File: src/rtl/req_encoder_4to2.sv
// req_encoder_4to2: latches request pulses into a pending set and
// grants one index at a time on a valid/ready handshake.
// Ports: clk, rst_n (async active-low), req_in[N_REQ],
//   out_valid/out_ready/out_idx[IDX_W] handshake, pending[N_REQ], drop.
// Build option: define REQ_ENC_ROUND_ROBIN_EN for round-robin selection;
//   when undefined, the lowest set index wins (fixed priority).
module req_encoder_4to2 #(
   parameter int N_REQ = 4,
   parameter int IDX_W = 2
) (
   input  logic             clk,
   input  logic             rst_n,
   input  logic [N_REQ-1:0] req_in,
   output logic             out_valid,
   input  logic             out_ready,
   output logic [IDX_W-1:0] out_idx,
   output logic [N_REQ-1:0] pending,
   output logic             drop
);

   typedef enum logic {IDLE, HOLD} state_t;

   state_t           state_q, state_d;
   logic             out_valid_q, out_valid_d;
   logic [IDX_W-1:0] out_idx_q, out_idx_d;
   logic [N_REQ-1:0] pending_q, pending_d;
   logic             drop_q, drop_d;
`ifdef REQ_ENC_ROUND_ROBIN_EN
   logic [IDX_W-1:0] last_q, last_d;
`endif

   logic [N_REQ-1:0] cand;
   logic [N_REQ-1:0] sel_oh;
   logic [N_REQ-1:0] idx_oh;
   logic [IDX_W-1:0] sel_idx;
   logic             sel_found;
   logic             load;

   assign cand   = pending_q | req_in;
   assign sel_oh = N_REQ'(1) << sel_idx;
   assign idx_oh = N_REQ'(1) << out_idx_q;
   assign load   = (state_q == IDLE) || out_ready;

   // Selection of the next index out of the candidate set.
`ifdef REQ_ENC_ROUND_ROBIN_EN
   always_comb begin
      int j;
      j         = 0;
      sel_found = 1'b0;
      sel_idx   = '0;
      // Search begins just after the last grant and wraps around.
      for (int k = 1; k <= N_REQ; k++) begin
         j = (int'(last_q) + k) % N_REQ;
         if (!sel_found && cand[j]) begin
            sel_found = 1'b1;
            sel_idx   = IDX_W'(j);
         end
      end
   end
`else
   always_comb begin
      sel_found = 1'b0;
      sel_idx   = '0;
      // Walk downward so the lowest set bit is the final winner.
      for (int k = N_REQ - 1; k >= 0; k--) begin
         if (cand[k]) begin
            sel_found = 1'b1;
            sel_idx   = IDX_W'(k);
         end
      end
   end
`endif

   always_comb begin
      state_d     = state_q;
      out_valid_d = out_valid_q;
      out_idx_d   = out_idx_q;
      pending_d   = pending_q;
      drop_d      = 1'b0;
`ifdef REQ_ENC_ROUND_ROBIN_EN
      last_d      = last_q;
`endif
      if (load) begin
         if (sel_found) begin
            state_d     = HOLD;
            out_valid_d = 1'b1;
            out_idx_d   = sel_idx;
            pending_d   = cand & ~sel_oh;
            // A bit served this edge is one grant, not a collision.
            drop_d      = |(req_in & pending_q & ~sel_oh);
`ifdef REQ_ENC_ROUND_ROBIN_EN
            last_d      = sel_idx;
`endif
         end else begin
            state_d     = IDLE;
            out_valid_d = 1'b0;
            pending_d   = '0;
         end
      end else begin
         // Stalled: a re-request of the shown index merges into
         // the grant already on the output.
         pending_d = pending_q | (req_in & ~idx_oh);
         drop_d    = |(req_in & pending_q);
      end
   end

   always_ff @(posedge clk or negedge rst_n) begin
      if (!rst_n) begin
         state_q     <= IDLE;
         out_valid_q <= 1'b0;
         out_idx_q   <= '0;
         pending_q   <= '0;
         drop_q      <= 1'b0;
`ifdef REQ_ENC_ROUND_ROBIN_EN
         last_q      <= IDX_W'(N_REQ - 1);
`endif
      end else begin
         state_q     <= state_d;
         out_valid_q <= out_valid_d;
         out_idx_q   <= out_idx_d;
         pending_q   <= pending_d;
         drop_q      <= drop_d;
`ifdef REQ_ENC_ROUND_ROBIN_EN
         last_q      <= last_d;
`endif
      end
   end

   assign out_valid = out_valid_q;
   assign out_idx   = out_idx_q;
   assign pending   = pending_q;
   assign drop      = drop_q;

endmodule
File: config.mk
export PLATFORM = sky130hd
export DESIGN_NAME = req_encoder_4to2
export DESIGN_NICKNAME = d
export VERILOG_FILES = /design/src/rtl/req_encoder_4to2.sv
export SDC_FILE = /design/constraint.sdc
export NUM_CORES = 1
export LEC_CHECK = 0
export ABC_AREA = 0
export ABC_CLOCK_PERIOD_IN_PS = 1100
export CAP_MARGIN = 0
export CORE_AREA = 4 4 41 43
export CTS_CLUSTER_DIAMETER = 150
export CTS_CLUSTER_SIZE = 10
export DETAILED_ROUTE_END_ITERATION = 10
export DIE_AREA = 0 0 45 47
export PLACE_DENSITY_LB_ADDON = 0.2
export SLEW_MARGIN = 15
export SYNTH_ARGS = -nofsm -noshare
export SYNTH_HDL_FRONTEND = slang
export SYNTH_SLANG_ARGS = --single-unit
export TNS_END_PERCENT = 30
File: constraint.sdc
create_clock -name clk -period 1.1 [get_ports clk]
set_input_delay 0.22 -clock clk [delete_from_list [all_inputs] [get_ports clk]]
set_output_delay 0.22 -clock clk [all_outputs]
set_load 0.03 [all_outputs]
== Word-level counts from Yosys, hierarchy flattened ==
Cells that the tools add are included.

* Memory bits (writable): 0
* Bits of input ports: 7
* Flip-flop bits (word level): 8
* Bits in latches: 0
* ROM bits: 0
* Memories: 0

* Bitwise gates (word level): 9
* Reductions and logical operators: 4
* Equality and inequality tests: 0
* Shift operators: 2
* Multiply operators: 0
* Mux-type cells: 13
* Add/sub/neg operators: 0
* Magnitude comparators: 0
* Div/mod/pow operators: 0

{| class="wikitable"
|+ Operators by type and width
! cell !! number
|-
| $and 4x4->4 || 4
|-
| $mux 2 || 4
|-
| $mux 4 || 2
|-
| $not 4->4 || 2
|-
| $or 4x4->4 || 2
|-
| $reduce_or 4->1 || 2
|-
| $shl 1x2->4 const A || 2
|-
| $mux 1 || 7
|-
| $reduce_and 2->1 || 1
|-
| $logic_or 1x1->1 || 1
|-
| $not 1->1 || 1
|}

== Logic depth before layout (Yosys ltp) ==
* Word-level depth: 11
* Gate-level depth with buffers: 5
* Mapped depth without buffers: 4

== Worst setup path before layout ==
Ideal clock, no wire load.

* Kind: flip-flop to flip-flop
* Start: register out_valid (netlist name)
* End: register out_idx_q[0], in the netlist out_idx[0]
* Stages on the path, launching flop included: 5
* Library setup time: 121 ps
* Buffers on the path: 1
* Data required time: 979 ps
* Period minus slack after synthesis: 1277 ps
* Path slack: -177 ps
* Arrival: 1156 ps
* Cell sequence: dfrtp_1 -> nor2b_1 -> buf_2 -> a41o_1 -> a22o_1

{| class="wikitable"
|+ RTL lines
! element !! RTL line !! text
|-
| end signal: assignment || 120 || <nowiki>out_idx_q <= out_idx_d;</nowiki>
|-
| end: declaration || 25 || <nowiki>logic [IDX_W-1:0] out_idx_q, out_idx_d;</nowiki>
|}

== Worst setup path in the final report ==
* Start: register pending_q[1], in the netlist pending[1]
* End: register drop_q, in the netlist drop

* Longest elaborated chain between the ends: 9

{| class="wikitable"
|+ Ends and longest elaborated chain
! element !! RTL line !! text
|-
| start: declaration || 26 || <nowiki>logic [N_REQ-1:0] pending_q, pending_d;</nowiki>
|-
| start signal: assignment || 121 || <nowiki>pending_q <= pending_d;</nowiki>
|-
| $or 4x4->4 || 39 || <nowiki>assign cand = pending_q | req_in;</nowiki>
|-
| $mux 2 (2 in series) || 66 || <nowiki>if (cand[k]) begin</nowiki>
|-
| $shl 1x2->4 || 40 || <nowiki>assign sel_oh = N_REQ'(1) << sel_idx;</nowiki>
|-
| $not 4->4 || 90 || <nowiki>drop_d = |(req_in & pending_q & ~sel_oh);</nowiki>
|-
| $and 4x4->4 || 90 ||
|-
| $reduce_or 4->1 || 90 ||
|-
| $mux 1 || 84 || <nowiki>if (sel_found) begin</nowiki>
|-
| $mux 1 (*) || 83 || <nowiki>if (load) begin</nowiki>
|-
| net drop_d || 27 || <nowiki>logic drop_q, drop_d;</nowiki>
|-
| end signal: assignment || 122 || <nowiki>drop_q <= drop_d;</nowiki>
|-
| end: declaration || 27 ||
|}

The timed path passes the listed nets; every way through them passes the cells marked *.
A chain may end at the register's enable or synchronous reset.

==> results.sh <==
export IMPL_port_buffers=14
export IMPL_nFillCells=128
export IMPL_r2r_end="drop"
export IMPL_startpoint_type="register"
export IMPL_layout_commonest_cell="buf_4"
export IMPL_overflow=0
export IMPL_vias=483
export IMPL_hp_class="primary input to asynchronous set/reset pin"
export IMPL_reg2reg_slack_ns=-0.06
export IMPL_grt_pass1_vias=527
export IMPL_mostFrequentLayoutCells="12 x buf_4, 10 x buf_6, 6 x a21oi_1, 6 x nand2_1, 6 x dfrtp_2"
export IMPL_cp_arrival_ns=1.31
export IMPL_numCtsBuffers=3
export IMPL_violations="setup timing"
export IMPL_powerDensity_nw_per_um2=1120
export IMPL_rsz0062_at_grt="true"
export IMPL_fin_setup_tns_ns=-0.325
export IMPL_yosysWarnings=0
export IMPL_antenna_left=0
export IMPL_wl_per_cell_um=13.6
export IMPL_top_usage_layer="met2"
export IMPL_syn_num_nets=54
export IMPL_r2r_start="pending[1]"
export IMPL_area_delta_synth_final_pct=84.6
export IMPL_cts_max_path_buffers=2
export IMPL_cts_hold_buf=0
export IMPL_die_w_um=45
export IMPL_post_place_cells=88
export IMPL_netlist_area_um2=415
export IMPL_synth_cells=47
export IMPL_antenna_found_initial=0
export IMPL_first_pass_iters=4
export IMPL_cp_end_kind="register"
export IMPL_clock_skew_final_ns=0.00676
export IMPL_syn_avg_cell_area_um2=8.84
export IMPL_layout_setup_ws_ns=-0.0630
export IMPL_crit_required_ns=1.24
export IMPL_ys_async_sr_fraction_pct=100
export IMPL_grt_pass1_wl_mm=2.29
export IMPL_ff2ff_path_depth=4
export IMPL_ir_drop_mv=0.843
export IMPL_drtIter0Drc=13
export IMPL_synth_edf_count=0
export IMPL_core_area_um2=1300
export IMPL_holdWs_ns=0.240
export IMPL_cts_tree="yes"
export IMPL_cts_sinks=8
export IMPL_final_cells=92
export IMPL_n_antenna_cell=0
export IMPL_viasPerCell=5.25
export IMPL_clock_latency_ns=0.26
export IMPL_relSlewSlack_pct=74.8
export IMPL_maxCapViolations=0
export IMPL_grtUsageMet3_pct=4.98
export IMPL_ios=15
export IMPL_path_class="register to register"
export IMPL_globalplace_congestion=0.767
export IMPL_hold_violations=0
export IMPL_start_util_pct=31.9
export IMPL_placementRows=13
export IMPL_yosysUniqueCellTypes=20
export IMPL_ff_latch_area_um2=208
export IMPL_ctsHtreeMaxLevel=1
export IMPL_die_h_um=47
export IMPL_drc_errors=0
export IMPL_use_met1_pct=16.9
export IMPL_setup_viol=7
export IMPL_wl_mm=1.25
export IMPL_finalNetCount=86
export IMPL_ys_flop_type="dfrtp_1"
export IMPL_cts_root_buf="clkbuf_4"
export IMPL_grt_start_max_net_pins=9
export IMPL_synth_seq_cells=8
export IMPL_min_period_ns=1.16
export IMPL_maxSlewViolCount=0
export IMPL_dp_worst_setup_slack_ns=-0.350
export IMPL_ys_seq_area_share_pct=48.2
export IMPL_hpwl_um=901
export IMPL_gr_usage_met2_pct=24.9
export IMPL_worst_slew_pin_slew_ns=0.377
export IMPL_design_die_area_um2=2120
export IMPL_drive_gt1_share_pct=53.2
export IMPL_path_max_fanout=6
export IMPL_fin_crit_sh_pct=106
export IMPL_multi_input_area_um2=248
export IMPL_status="complete, but fails checks"
export IMPL_grt_usage_pct=15.6
export IMPL_leakage_nw=0.334
export IMPL_path_clk_slew_ns=0.06
export IMPL_fmax_mhz=860
[cells by family after synthesis]
| group | synth area share, % |
|---|---|
| compound gates | 21.4 |
| buf+inv | 2.11 |
| flops | 48.2 |
| simple gates | 28.3 |
[registers in the layout (all words and copies together) (netlist names)]
signal and cells:
drop 1, out_idx 2, out_valid 1, pending 4
[how the worst max path moves through the flow]
stage,from,to,slack [ns],cells after the start
CTS,pending[1],pending[1],-0.07,2
finish,pending[1],drop,-0.06,4
global placement,req_in[1],drop,-0.31,5
detailed placement,req_in[1],drop,-0.35,5
global route,pending[1],pending[3],-0.13,4
floorplan,out_valid,out_idx[0],-0.13,4
[power breakdown]
part           internal [W]  leakage (nW)  total, W  switching (W)
Combinational      0.000136         0.240  0.000274       0.000139
Clock              0.000126        0.0138  0.000236       0.000110
Sequential         0.000321        0.0803  0.000352      0.0000310
Total              0.000582         0.334  0.000862       0.000280
[metrics by stage]
step	area (um2)	util [%]	power (W)
finish	767	58.9	0.000862
global route	767	58.9	0.000922
CTS	738	56.7	0.000862
detailed placement	662	50.9	0.000593
global placement	662	50.9	0.000590
floorplan	433	-	0.000463
[per-layer routing]
| layer | vias to the layer above | share of wire (%) |
|---|---|---|
| met5 | - | 0 |
| met4 | 0 | 2.7 |
| met3 | 4 | 6.6 |
| met2 | 17 | 50 |
| met1 | 227 | 41 |
| li1 | 235 | - |
[final cells by class]
type                       instances  area share, %
clock buffer                       3           2.94
inverter                           1          0.489
multi-input combinational         37           32.3
sequential                         8           27.1
tap                               15           2.45
timing repair buffer              28           34.7
[repair_timing]
| action | 4_1_cts | 5_1_grt |
|---|---|---|
| buffers inserted | 2 | 0 |
| cloned | 0 | 0 |
| resized for setup | 15 | 7 |
| endpoints found under the setup margin | 11 | 13 |
| pin swaps | 1 | 3 |
[critical path, stage by stage, from the launching register on]
cell,delay (ns)
dfrtp_2,0.43
nor2_4,0.18
a31oi_2,0.12
nor4_2,0.26
a31oi_1,0.06
[cell usage after synthesis (2+ instances only)]
library cell  instances  area share, %
nand2_1               6            5.4
dfrtp_1               8             48
nand3_1               2            2.4
nand3b_1              2            3.6
nor2_1                6            5.4
o21ai_1               2            2.4
a21oi_1               7            8.4
a31oi_1               2            3.0
No activity file was read; power rests on OpenSTA's default activity.
